$ cat config.mk
export PLATFORM = sky130hd
export DESIGN_NAME = alu_sequencer
export DESIGN_NICKNAME = d
export VERILOG_FILES = /design/src/rtl/alu_sequencer.sv
export SDC_FILE = /design/constraint.sdc
export NUM_CORES = 1
export LEC_CHECK = 0
export BUFFER_PORTS_ARGS = -buffer_cell sky130_fd_sc_hd__buf_2
export CAP_MARGIN = 30
export CORE_MARGIN = 5
export CORE_UTILIZATION = 39
export DETAILED_ROUTE_END_ITERATION = 10
export PLACE_DENSITY = 0.74
export RECOVER_POWER = 50
export SLEW_MARGIN = 20
export SYNTH_ARGS = -nofsm -noshare
export SYNTH_HDL_FRONTEND = slang
export SYNTH_SLANG_ARGS = --single-unit
$ cat constraint.sdc
create_clock -name i_clk -period 3.75 [get_ports i_clk]
set_input_delay 0 -clock i_clk [delete_from_list [all_inputs] [get_ports i_clk]]
set_output_delay 0 -clock i_clk [all_outputs]
set_load 0.05 [all_outputs]
$ cat src/rtl/alu_sequencer.sv
// Instruction sequencer for a multi-cycle RV32IM core: fetches, decodes to ALU op codes,
// waits on the registered ALU or the memory handshake, then writes back and advances the PC.
module alu_sequencer #(
    parameter logic [31:0] RESET_PC = 32'h0000_0000,
    parameter logic [31:0] NOP_CODE = 32'd63,
    parameter int unsigned TIMEOUT  = 40
) (
    input  logic        i_clk,
    input  logic        i_rst,
    input  logic        i_IR_valid,
    input  logic [31:0] i_IR,
    output logic        o_fetch_req,
    output logic [31:0] o_PC,
    output logic [31:0] o_instruction,
    output logic [31:0] o_IR,
    output logic        o_state,
    input  logic        i_alu_load_regfile,
    input  logic [31:0] i_alu_result,
    input  logic        i_alu_jump_DV,
    input  logic [31:0] i_alu_jump_address,
    output logic [4:0]  o_rs1,
    output logic [4:0]  o_rs2,
    output logic        o_rd_we,
    output logic [4:0]  o_rd_addr,
    output logic [31:0] o_rd_data,
    output logic        o_mem_req,
    input  logic        i_mem_done,
    output logic        o_illegal
);

    localparam int unsigned CntW = $clog2(TIMEOUT + 1);

    typedef enum logic [2:0] {StIdle, StDecode, StExec, StMem, StWb} state_e;

    state_e          state_q, state_d;
    logic [31:0]     pc_q, pc_d;
    logic [31:0]     next_pc_q, next_pc_d;
    logic [31:0]     ir_q, ir_d;
    logic [31:0]     rd_data_q, rd_data_d;
    logic [5:0]      code_q, code_d;
    logic [CntW-1:0] cnt_q, cnt_d;
    logic            we_q, we_d;
    logic            illegal_q, illegal_d;

    logic [6:0]  opcode;
    logic [2:0]  funct3;
    logic [6:0]  funct7;
    logic [5:0]  dec_code;
    logic        dec_ok;
    logic        dec_mem;
    logic        exec_branch;
    logic        exec_jump;
    logic        exec_done;
    logic [31:0] pc_plus4;

    assign opcode   = ir_q[6:0];
    assign funct3   = ir_q[14:12];
    assign funct7   = ir_q[31:25];
    assign pc_plus4 = pc_q + 32'd4;

    always_comb begin
        dec_code = 6'd0;
        dec_ok   = 1'b0;
        case (opcode)
            7'h33: begin
                if (funct7 == 7'h00) begin
                    dec_ok = 1'b1;
                    case (funct3)
                        3'd0:    dec_code = 6'd0;
                        3'd1:    dec_code = 6'd2;
                        3'd2:    dec_code = 6'd3;
                        3'd3:    dec_code = 6'd4;
                        3'd4:    dec_code = 6'd5;
                        3'd5:    dec_code = 6'd6;
                        3'd6:    dec_code = 6'd8;
                        default: dec_code = 6'd9;
                    endcase
                end else if (funct7 == 7'h20 && funct3 == 3'd0) begin
                    dec_ok   = 1'b1;
                    dec_code = 6'd1;
                end else if (funct7 == 7'h20 && funct3 == 3'd5) begin
                    dec_ok   = 1'b1;
                    dec_code = 6'd7;
                end else if (funct7 == 7'h01) begin
                    dec_ok   = 1'b1;
                    dec_code = 6'd10 + {3'd0, funct3};
                end
            end
            7'h13: begin
                case (funct3)
                    3'd0: begin dec_ok = 1'b1; dec_code = 6'd18; end
                    3'd2: begin dec_ok = 1'b1; dec_code = 6'd19; end
                    3'd3: begin dec_ok = 1'b1; dec_code = 6'd20; end
                    3'd4: begin dec_ok = 1'b1; dec_code = 6'd21; end
                    3'd6: begin dec_ok = 1'b1; dec_code = 6'd22; end
                    3'd7: begin dec_ok = 1'b1; dec_code = 6'd23; end
                    3'd1: begin
                        dec_ok   = (funct7 == 7'h00);
                        dec_code = 6'd24;
                    end
                    default: begin
                        dec_ok   = (funct7 == 7'h00) || (funct7 == 7'h20);
                        dec_code = (funct7 == 7'h20) ? 6'd26 : 6'd25;
                    end
                endcase
            end
            7'h03: begin
                case (funct3)
                    3'd0:    begin dec_ok = 1'b1; dec_code = 6'd27; end
                    3'd1:    begin dec_ok = 1'b1; dec_code = 6'd28; end
                    3'd2:    begin dec_ok = 1'b1; dec_code = 6'd29; end
                    3'd4:    begin dec_ok = 1'b1; dec_code = 6'd30; end
                    3'd5:    begin dec_ok = 1'b1; dec_code = 6'd31; end
                    default: ;
                endcase
            end
            7'h23: begin
                dec_ok   = (funct3 < 3'd3);
                dec_code = 6'd32 + {3'd0, funct3};
            end
            7'h63: begin
                case (funct3)
                    3'd0:    begin dec_ok = 1'b1; dec_code = 6'd35; end
                    3'd1:    begin dec_ok = 1'b1; dec_code = 6'd36; end
                    3'd4:    begin dec_ok = 1'b1; dec_code = 6'd37; end
                    3'd5:    begin dec_ok = 1'b1; dec_code = 6'd38; end
                    3'd6:    begin dec_ok = 1'b1; dec_code = 6'd39; end
                    3'd7:    begin dec_ok = 1'b1; dec_code = 6'd40; end
                    default: ;
                endcase
            end
            7'h6f: begin dec_ok = 1'b1; dec_code = 6'd41; end
            7'h67: begin dec_ok = (funct3 == 3'd0); dec_code = 6'd42; end
            7'h37: begin dec_ok = 1'b1; dec_code = 6'd43; end
            7'h17: begin dec_ok = 1'b1; dec_code = 6'd44; end
            default: ;
        endcase
    end

    assign dec_mem     = (dec_code >= 6'd27) && (dec_code <= 6'd34);
    assign exec_branch = (code_q >= 6'd35) && (code_q <= 6'd40);
    assign exec_jump   = (code_q == 6'd41) || (code_q == 6'd42);

    always_comb begin
        state_d   = state_q;
        pc_d      = pc_q;
        next_pc_d = next_pc_q;
        ir_d      = ir_q;
        rd_data_d = rd_data_q;
        code_d    = code_q;
        cnt_d     = cnt_q;
        we_d      = we_q;
        illegal_d = illegal_q;
        exec_done = 1'b0;

        unique case (state_q)
            StIdle: begin
                if (i_IR_valid) begin
                    ir_d    = i_IR;
                    state_d = StDecode;
                end
            end
            StDecode: begin
                code_d    = dec_code;
                cnt_d     = '0;
                we_d      = 1'b0;
                next_pc_d = pc_plus4;
                if (!dec_ok) begin
                    illegal_d = 1'b1;
                    state_d   = StWb;
                end else if (dec_mem) begin
                    state_d = StMem;
                end else begin
                    state_d = StExec;
                end
            end
            // Load data returns through the memory path, so MEM never writes rd here.
            StMem: begin
                if (i_mem_done) begin
                    state_d = StWb;
                end
            end
            StExec: begin
                cnt_d = cnt_q + CntW'(1);
                if (exec_branch) begin
                    if (cnt_q == CntW'(1)) begin
                        exec_done = 1'b1;
                        next_pc_d = i_alu_jump_DV ? i_alu_jump_address : pc_plus4;
                    end
                end else if (exec_jump) begin
                    if (i_alu_jump_DV && i_alu_load_regfile) begin
                        exec_done = 1'b1;
                        we_d      = 1'b1;
                        rd_data_d = i_alu_result;
                        next_pc_d = i_alu_jump_address;
                    end
                end else if (i_alu_load_regfile) begin
                    exec_done = 1'b1;
                    we_d      = 1'b1;
                    rd_data_d = i_alu_result;
                    next_pc_d = pc_plus4;
                end

                if (exec_done) begin
                    state_d = StWb;
                end else if (cnt_q == CntW'(TIMEOUT - 1)) begin
                    illegal_d = 1'b1;
                    next_pc_d = pc_plus4;
                    state_d   = StWb;
                end
            end
            StWb: begin
                pc_d    = next_pc_q;
                state_d = StIdle;
            end
            default: state_d = StIdle;
        endcase
    end

    always_ff @(posedge i_clk) begin
        if (i_rst) begin
            state_q   <= StIdle;
            pc_q      <= RESET_PC;
            next_pc_q <= RESET_PC;
            ir_q      <= '0;
            rd_data_q <= '0;
            code_q    <= '0;
            cnt_q     <= '0;
            we_q      <= 1'b0;
            illegal_q <= 1'b0;
        end else begin
            state_q   <= state_d;
            pc_q      <= pc_d;
            next_pc_q <= next_pc_d;
            ir_q      <= ir_d;
            rd_data_q <= rd_data_d;
            code_q    <= code_d;
            cnt_q     <= cnt_d;
            we_q      <= we_d;
            illegal_q <= illegal_d;
        end
    end

    assign o_fetch_req   = (state_q == StIdle);
    assign o_PC          = pc_q;
    assign o_instruction = (state_q == StExec) ? {26'd0, code_q} : NOP_CODE;
    assign o_IR          = ir_q;
    assign o_state       = (state_q == StExec);
    assign o_rs1         = ir_q[19:15];
    assign o_rs2         = ir_q[24:20];
    assign o_rd_we       = (state_q == StWb) && we_q && (ir_q[11:7] != 5'd0);
    assign o_rd_addr     = ir_q[11:7];
    assign o_rd_data     = rd_data_q;
    assign o_mem_req     = (state_q == StMem);
    assign o_illegal     = illegal_q;

endmodule

**Word level (Yosys, flattened, before mapping)**

Index checks and enable logic that the tools add are counted.

- Add/sub/neg operators: 4
- Magnitude comparators: 5
- Eq/ne operators: 36
- Muxes and demuxes: 54
- Bitwise operators: 1
- Reductions and logical operators: 24

Operator list:

| kind | number |
|---|---|
| two-way mux 32 bit | 11 |
| case mux 32 bit (2 select lines) | 1 |
| case mux 4 bit (7 select lines) | 2 |
| case mux 6 bit (9 select lines) | 1 |
| case mux 6 bit (6 select lines) | 1 |
| adder 32 x 3 -> 32 bit, second input constant | 1 |
| equality test 7 x 6 -> 1 bit, second input constant | 4 |
| case mux 5 bit (5 select lines) | 1 |
| equality test 7 bit, second input constant | 3 |
| two-way mux 1 bit | 20 |
| equality test 6 bit, second input constant | 3 |
| equality test 3 bit, second input constant | 5 |
| two-way mux 3 bit | 5 |
| two-way mux 5 bit | 3 |
| equality test 7 x 5 -> 1 bit, second input constant | 2 |
| equality test 3 x 2 -> 1 bit, second input constant | 4 |
| <= comparator 6 bit, second input constant | 2 |
| two-way mux 6 bit | 2 |
| case mux 3 bit (4 select lines) | 1 |
| case mux 6 bit (2 select lines) | 1 |
| AND reduction 4 bit | 3 |
| OR reduction 6 bit | 2 |
| inequality test 2 bit, second input constant | 4 |
| equality test 7 x 1 -> 1 bit, second input constant | 1 |
| 26 further kinds | 41 |

- Register bits: 145
- Bits of input ports: 102
- Word-level logic and storage cells: 133

**Longest topological paths before layout**

Gate-level depths: netlist of the first run.

- Depth after elaboration: 11
- Gate-level depth with buffers: 10
- Gate-level depth less buffers: 9

**Worst setup path after synthesis of the first run**

No wires, ideal clock.

- Path kind: register to register
- Start: register pc_q[11] (netlist: o_PC[11])
- End: register next_pc_q[25]
- Library setup time: 0.103 ns
- Data arrival time: 2.483 ns
- Data required time: 3.647 ns
- Setup slack: 1.164 ns
- Stages on the path, launching flop included: 8
- Path buffers: 0
- Clock period less this slack: 2.586 ns
- Cell sequence: dfxtp_1 -> nand4_2 -> or2_4 -> or4b_4 -> xor2_2 -> a21oi_2 -> nor3_1 -> a2111oi_2

- Longest elaborated chain between the ends: 7
- Elaborated cells between the ends (all ways): 9
- Those cells by class: 1 x add/sub; 8 x mux

RTL lines:

| what | line | text |
|---|---|---|
| start, declared | 36 | `logic [31:0] pc_q, pc_d;` |
| start signal, assigned | 233 | `pc_q <= pc_d;` |
| adder 32 x 3 -> 32 bit * | 59 | `assign pc_plus4 = pc_q + 32'd4;` |
| two-way mux 32 bit, on equally long branches | 197, 188 |  |
| two-way mux 32 bit, on equally long branches | 190, 186 |  |
| two-way mux 32 bit | 185 | `if (exec_branch) begin` |
| two-way mux 32 bit | 206 | `end else if (cnt_q == CntW'(TIMEOUT - 1)) begin` |
| two-way mux 32 bit | 204 | `if (exec_done) begin` |
| case mux 32 bit (2 select lines) * | 156 | `unique case (state_q)` |
| end signal, assigned | 234 | `next_pc_q <= next_pc_d;` |
| end, declared | 37 | `logic [31:0] next_pc_q, next_pc_d;` |

Mark *: on every way between the ends. The rest lies on a longest branch, timed or not.
A chain may end at the register's enable or synchronous reset.

**Final worst setup path of the first run**

- Start: register state_q[1]
- End: register next_pc_q[9]

- Longest elaborated chain between the ends: 2
- Elaborated cells between the ends (all ways): 4
- Those cells by class: 2 x eq/ne; 1 x mux; 1 x reduce/logical

RTL lines:

| what | line | text |
|---|---|---|
| start, declared | 35 | `state_e state_q, state_d;` |
| start signal, assigned | 222 | `state_q <= StIdle;` |
| start signal, assigned | 232 | `state_q <= state_d;` |
| equality test 3 x 2 -> 1 bit or equality test 3 x 1 -> 1 bit (tied branches) | 156 |  |
| case mux 32 bit (2 select lines) or nonzero test 2 bit (tied branches) | -- |  |

Several ways; a longest one is shown, not always the timed one.

==> results.json, run 1 <==
{
  "outcome": "completed",
  "placed_area_mm2": 0.00951,
  "cts-htree-levels": 4,
  "p_total_mw": 4.27,
  "cts_sinks": 145,
  "start_util_pct": 40.0,
  "rsz0062_at_grt": "false",
  "cts_setup_buffers": 0,
  "r2r_slack_ns": 0.91,
  "fin_skew_ns": 0.0116,
  "grt-ovfl-total": 0,
  "cp_max_fo": 23,
  "drtAntennaViolNets": 0,
  "nets": 1483,
  "multi_input_area_mm2": 0.00495,
  "grt_max_degree": 58,
  "drc": 0,
  "ys_warn_count": 0,
  "critical_path.startpoint": "state_q[1]",
  "io-pin-count": 250,
  "cp_data_arrival_time_ns": 3.12,
  "worstReg2RegEnd": "next_pc_q[9]",
  "synth-edff-count": 0,
  "leakage_nw": 3.84,
  "fin_cells": 1664,
  "min_path_type": "in2reg",
  "timing.rr.start": "state_q[1]",
  "drive_above_1_share_pct": 14.1,
  "numCtsBuffers": 17,
  "vdd_drop_max_mv": 0.318,
  "holdPathStages": 2,
  "grt_usage_pct": 22.9,
  "stdcell_area_mm2": 0.0107,
  "cts_tree": "built",
  "critPathLaunchType": "register",
  "crit_path_end_kind": "register",
  "finalCriticalPeriod_ns": 2.84,
  "io_buffers": 223,
  "rows": 53,
  "area.growth.synth_to_final_pct": 26.1,
  "tightest_slew_ns": 1.39,
  "drtIter0Drc": 922,
  "endpoint": "next_pc_q[9]",
  "fmax_mhz": 352,
  "dp.cells": 1563,
  "yosysSeqAreaShare_pct": 34.3,
  "syn-cell-area_mm2": 0.00845,
  "core-area_mm2": 0.0212,
  "wire_per_inst_um": 17.7,
  "cp.required_ns": 4.03,
  "critPathKind": "reg2reg",
  "diodes": 0,
  "cts_buffer_depth": 2,
  "final_max_slew_viol_count": 0,
  "place_congestion": 0.930,
  "setup_viol": 0,
  "clockRootBuffer": "clkbuf_16",
  "dpl.hpwl_um": 20200,
  "place_ws_ns": 0.974,
  "whs_ns": 0.0235,
  "synth_seq_cells": 145,
  "rr_worst_depth": 8,
  "die-area_mm2": 0.0247,
  "hold_viol": 0,
  "ys.flop_type": "dfxtp_1",
  "dr.pass1.iters": 6,
  "fin_util_pct": 50.4,
  "setup_slack_ns": 0.911,
  "synthArstFlopShare_pct": 0,
  "regArea_mm2": 0.00290,
  "routed_wl_um": 29400,
  "synth.distinct_cells": 90,
  "die_x_um": 157,
  "synth_cells": 1141,
  "antenna_found_initial": 1,
  "finalSetupTns_ns": 0,
  "die_h_um": 157,
  "nFillCells": 2074,
  "cap_violations": 0,
  "post-route-period-util_pct": 75.7,
  "dr_total_vias": 9429,
  "avgSynthCellArea_um2": 7.41,
  "powerDensity_mw_per_mm2": 400,
  "via_per_inst": 5.67,
  "path_clk_slew_ns": 0.06,
  "grt_pass1_vias": 8800,
  "clk_latency_ns": 0.42,
  "slew_headroom_pct": 7.06,
  "grt_pass1_wl_um": 46200
}
-- worst min-delay path by stage --
stage | slack, ns | endpoint | from
floorplan | 0.14 | o_IR[0] | i_IR[0]
global placement | 0.24 | o_IR[7] | i_IR[7]
detailed placement | 0.24 | o_IR[7] | i_IR[7]
CTS | 0.006 | next_pc_q[22] | i_alu_jump_address[22]
global route | 0.04 | cnt_q[0] | i_rst
finish | 0.02 | cnt_q[0] | i_rst
-- cells by family (layout without fill, tap and decap cells) --
family,after synthesis,after routing,share of synthesized area [%]
and+or+nand+nor,471,471,25.8
adders and majority gates,5,5,0.740
xor gates and xnor gates,32,32,3.40
other,1,26,0.0444
muxes,13,13,1.58
AOI/OAI and AO/OA,341,341,25.8
buffers and inverters,133,356,8.29
DFF,145,145,34.3
-- worst max-delay path, stage by stage (launching register included) --
cell      delay [ns]
dfxtp_1         0.42
or3b_1          0.49
inv_2           0.28
o221ai_2        0.21
o21ai_2         0.50
nor2_4          0.26
a22oi_1         0.26
o221a_2         0.21
a211oi_1        0.04
-- per-layer routing --
metal,part of all wire (%),vias up,track usage (%)
met2,44,538,35.2
li1,-,4474,-
met4,3.7,2,9.34
met1,41,4329,30.2
met5,0.044,-,0
met3,11,86,6.96
-- timing repair --
item	4_1_cts	5_1_grt
endpoints found under the hold margin	70	0
hold buffers	69	0
gates resized for setup	0	0
-- cell usage in the layout (no fill, tap or decap), drive strengths merged, types with 5 or more instances in the layout --
cell,synthesis,final
a2111oi,5,5
a211oi,17,17
a21oi,156,156
a221oi,13,13
a22oi,13,13
a31oi,16,16
and2,6,6
and3,6,6
buf,56,125
clkbuf,62,135
clkinv,0,6
conb,1,26
dfxtp,145,145
dlygate4sd3,0,69
ha,5,5
inv,15,16
mux2i,10,10
nand2,255,255
nand2b,11,11
nand3,20,20
nand4,15,15
nor2,80,80
nor2b,6,6
nor3,20,20
nor4,10,10
o211ai,6,6
o21a,6,6
o21ai,46,46
o221a,6,6
o22ai,14,14
or2,6,6
or3,10,10
xnor2,14,14
xor2,18,18
-- layout make-up --
cell class	instances	share of cell area (%)
Tap cell	275	3.23
Clock inverter	12	1.49
Clock buffer	20	4.19
Sequential cell	145	27.2
Inverter	15	0.528
Multi-Input combinational cell	888	46.5
Timing Repair Buffer	309	16.9
-- cells in the mapped netlist, types with 17 or more instances --
cell / n / area [um^2]
a211oi_1: 17 / 128
a21oi_1: 155 / 776
buf_4: 41 / 308
clkbuf_1: 60 / 225
dfxtp_1: 145 / 2900
nand2_1: 255 / 957
nand3_1: 20 / 100
nor2_1: 78 / 293
nor3_1: 20 / 100
o21ai_0: 42 / 210
xor2_1: 17 / 149
-- registers in the layout (all words and copies together), names as in the netlist --
| signal | flops |
|---|---|
| next_pc_q | 32 |
| o_IR | 32 |
| o_PC | 32 |
| o_rd_data | 32 |
| cnt_q | 6 |
| code_q | 6 |
| state_q | 3 |
| o_illegal | 1 |
| we_q | 1 |
-- power breakdown --
part	total (mW)	switching (mW)	leakage, nW	internal (mW)
registers	1.69	0.0863	1.18	1.60
clock network	1.77	0.698	0.291	1.07
logic	0.813	0.570	2.37	0.243
total	4.27	1.35	3.84	2.91
No activity file was read; power rests on OpenSTA's default activity.
==> inputs of run 2 (changes only) <==
- PLACE_DENSITY: 0.74 -> 0.77
- clock period: 3.75 -> 2.55 ns (I/O delays scaled with it)
==> run 2 against run 1 <==
Compared with the run above: worst setup slack worse by 0.74 ns; sequential power up 46%; cell count up 2.3%; clock power up 46%.
==> results.json, run 2 (synthesis gave the netlist of run 1 again) <==
{
  "outcome": "completed",
  "numCtsBuffers": 17,
  "cts_resized": 0,
  "grt-ovfl-total": 0,
  "tightest_slew_ns": 0.772,
  "critPathLaunchType": "register",
  "post-route-period-util_pct": 93.4,
  "p_total_mw": 6.31,
  "powerDensity_mw_per_mm2": 575,
  "rr_worst_depth": 8,
  "most-common-layout-cells": "nand2_1, a21oi_1, dfxtp_1",
  "routed_wl_um": 30000,
  "cp_max_fo": 22,
  "grt_max_degree": 56,
  "via_per_inst": 5.67,
  "cts_tree": "built",
  "grtUsageMet2_pct": 37.5,
  "path_clk_slew_ns": 0.07,
  "vdd_drop_max_mv": 0.443,
  "drc": 0,
  "slew_headroom_pct": 48.6,
  "cap_violations": 0,
  "cts_buffer_depth": 2,
  "nFillCells": 2006,
  "cts_sinks": 145,
  "rsz0062_at_grt": "false",
  "fin_skew_ns": 0.0151,
  "grt_pass1_vias": 9316,
  "crit_family": "compound AO/OA/AOI/OAI gates",
  "max_stage_delay_ns": 0.51,
  "multi_input_area_mm2": 0.00496,
  "area.growth.synth_to_final_pct": 29.7,
  "start_util_pct": 40.0,
  "drtIter0Drc": 960,
  "dr.pass1.iters": 10,
  "critPathKind": "reg2reg",
  "worstReg2RegEnd": "next_pc_q[1]",
  "stdcell_area_mm2": 0.0110,
  "clockRootBuffer": "clkbuf_16",
  "top_usage_layer": "met2",
  "fmax_mhz": 420,
  "dpl.hpwl_um": 20500,
  "grt_pass1_wl_um": 47600,
  "min-delay-start": "i_alu_jump_address[26]",
  "cp.required_ns": 2.91,
  "holdPathStages": 5,
  "grt_usage_pct": 23.6,
  "placed_area_mm2": 0.00980,
  "hold_viol": 0,
  "timing.rr.start": "code_q[5]",
  "place_congestion": 0.925,
  "leakage_nw": 4.04,
  "io-pin-count": 250,
  "die_x_um": 157,
  "die_h_um": 157,
  "min_path_type": "in2reg",
  "use_met3_pct": 6.87,
  "nets": 1522,
  "min_to": "next_pc_q[26]",
  "drtAntennaViolNets": 0,
  "core-area_mm2": 0.0212,
  "clk_latency_ns": 0.44,
  "cp_data_arrival_time_ns": 2.74,
  "r2r_slack_ns": 0.17,
  "grtUsageMet1_pct": 30.0,
  "cts-htree-levels": 4,
  "finalCriticalPeriod_ns": 2.38,
  "diodes": 0,
  "path_cells": "or3b_2, o22ai_1, buf_12, nor2_1, a21oi_1, o221a_2, o21ai_0, a31oi_1",
  "antenna_found_initial": 0,
  "regArea_mm2": 0.00291,
  "dr_total_vias": 9653,
  "setup_viol": 0,
  "wire_per_inst_um": 17.6,
  "drive_above_1_share_pct": 17.0,
  "final_max_slew_viol_count": 0,
  "rows": 53,
  "crit_path_top_delay_cell": "or3b_2",
  "final_common_cell": "nand2_1",
  "io_buffers": 223,
  "worst-path-buf-inv": 1,
  "die-area_mm2": 0.0247,
  "crit_path_end_kind": "register"
}
## run 2: cell count changes in the layout (fill, tap and decap cells not counted), moves of 2 or more
cell           before  now
inv_6               1    4
clkbuf_1          117  112
buf_4              16   52
dfxtp_2             0    4
buf_2             108  112
dlygate4sd3_1      69   71
dfxtp_1           145  141
clkinv_2            2    0
## run 2: how the worst max path moves through the flow
stage	from	end	slack [ns]	cells past startpoint
2_1_floorplan	o_PC[17]	next_pc_q[25]	-0.01	7
3_3_place_gp	code_q[3]	next_pc_q[1]	0.28	8
3_5_place_dp	code_q[3]	next_pc_q[0]	0.21	8
4_1_cts	code_q[3]	next_pc_q[0]	0.21	8
5_1_grt	code_q[5]	next_pc_q[1]	0.02	8
6_report	code_q[5]	next_pc_q[1]	0.17	8
## run 2: stage by stage
stage                     util (%)  hold slack, ns  cells  worst slack [ns]  TNS, ns
after detailed placement      46.3           0.247   1600             0.205        0
after global routing          51.8          0.0155   1703            0.0245        0
after CTS                     52.5        0.000344   1703             0.208        0
after floorplan                  -           0.136   1166           -0.0106  -0.0106
after global placement        46.3           0.239   1600             0.278        0
final                         51.8          0.0104   1703             0.169        0
## run 2: worst min-delay path: stages
cell	delay (ns)
buf_2	0.11
nor2_1	0.08
a21oi_1	0.05
o22ai_1	0.10
nor3_1	0.06
## run 2: layout make-up
type / instances / area share [%]
Clock buffer: 19 / 4.04
Tap cell: 275 / 3.14
Sequential cell: 145 / 26.5
Timing Repair Buffer: 348 / 19.2
Multi-Input combinational cell: 888 / 45.2
Inverter: 15 / 0.514
Clock inverter: 13 / 1.39
## run 2: routing by layer
layer / share of wire, % / vias to the layer above
met5: 0 / -
met4: 3.4 / 0
met3: 11 / 88
met2: 45 / 572
met1: 40 / 4450
li1: - / 4543
## run 2: power breakdown
| part | total [mW] | leakage, nW | switching, mW | internal, mW |
|---|---|---|---|---|
| Combinational | 1.27 | 2.58 | 0.873 | 0.393 |
| Clock | 2.58 | 0.281 | 1.09 | 1.49 |
| Sequential | 2.46 | 1.18 | 0.109 | 2.35 |
| Total | 6.31 | 4.04 | 2.08 | 4.23 |
## run 2: what timing repair did
item                      4_1_cts  5_1_grt
hold endpoints to repair       84        0
hold buffers                   71        0
buffers inserted                0        0
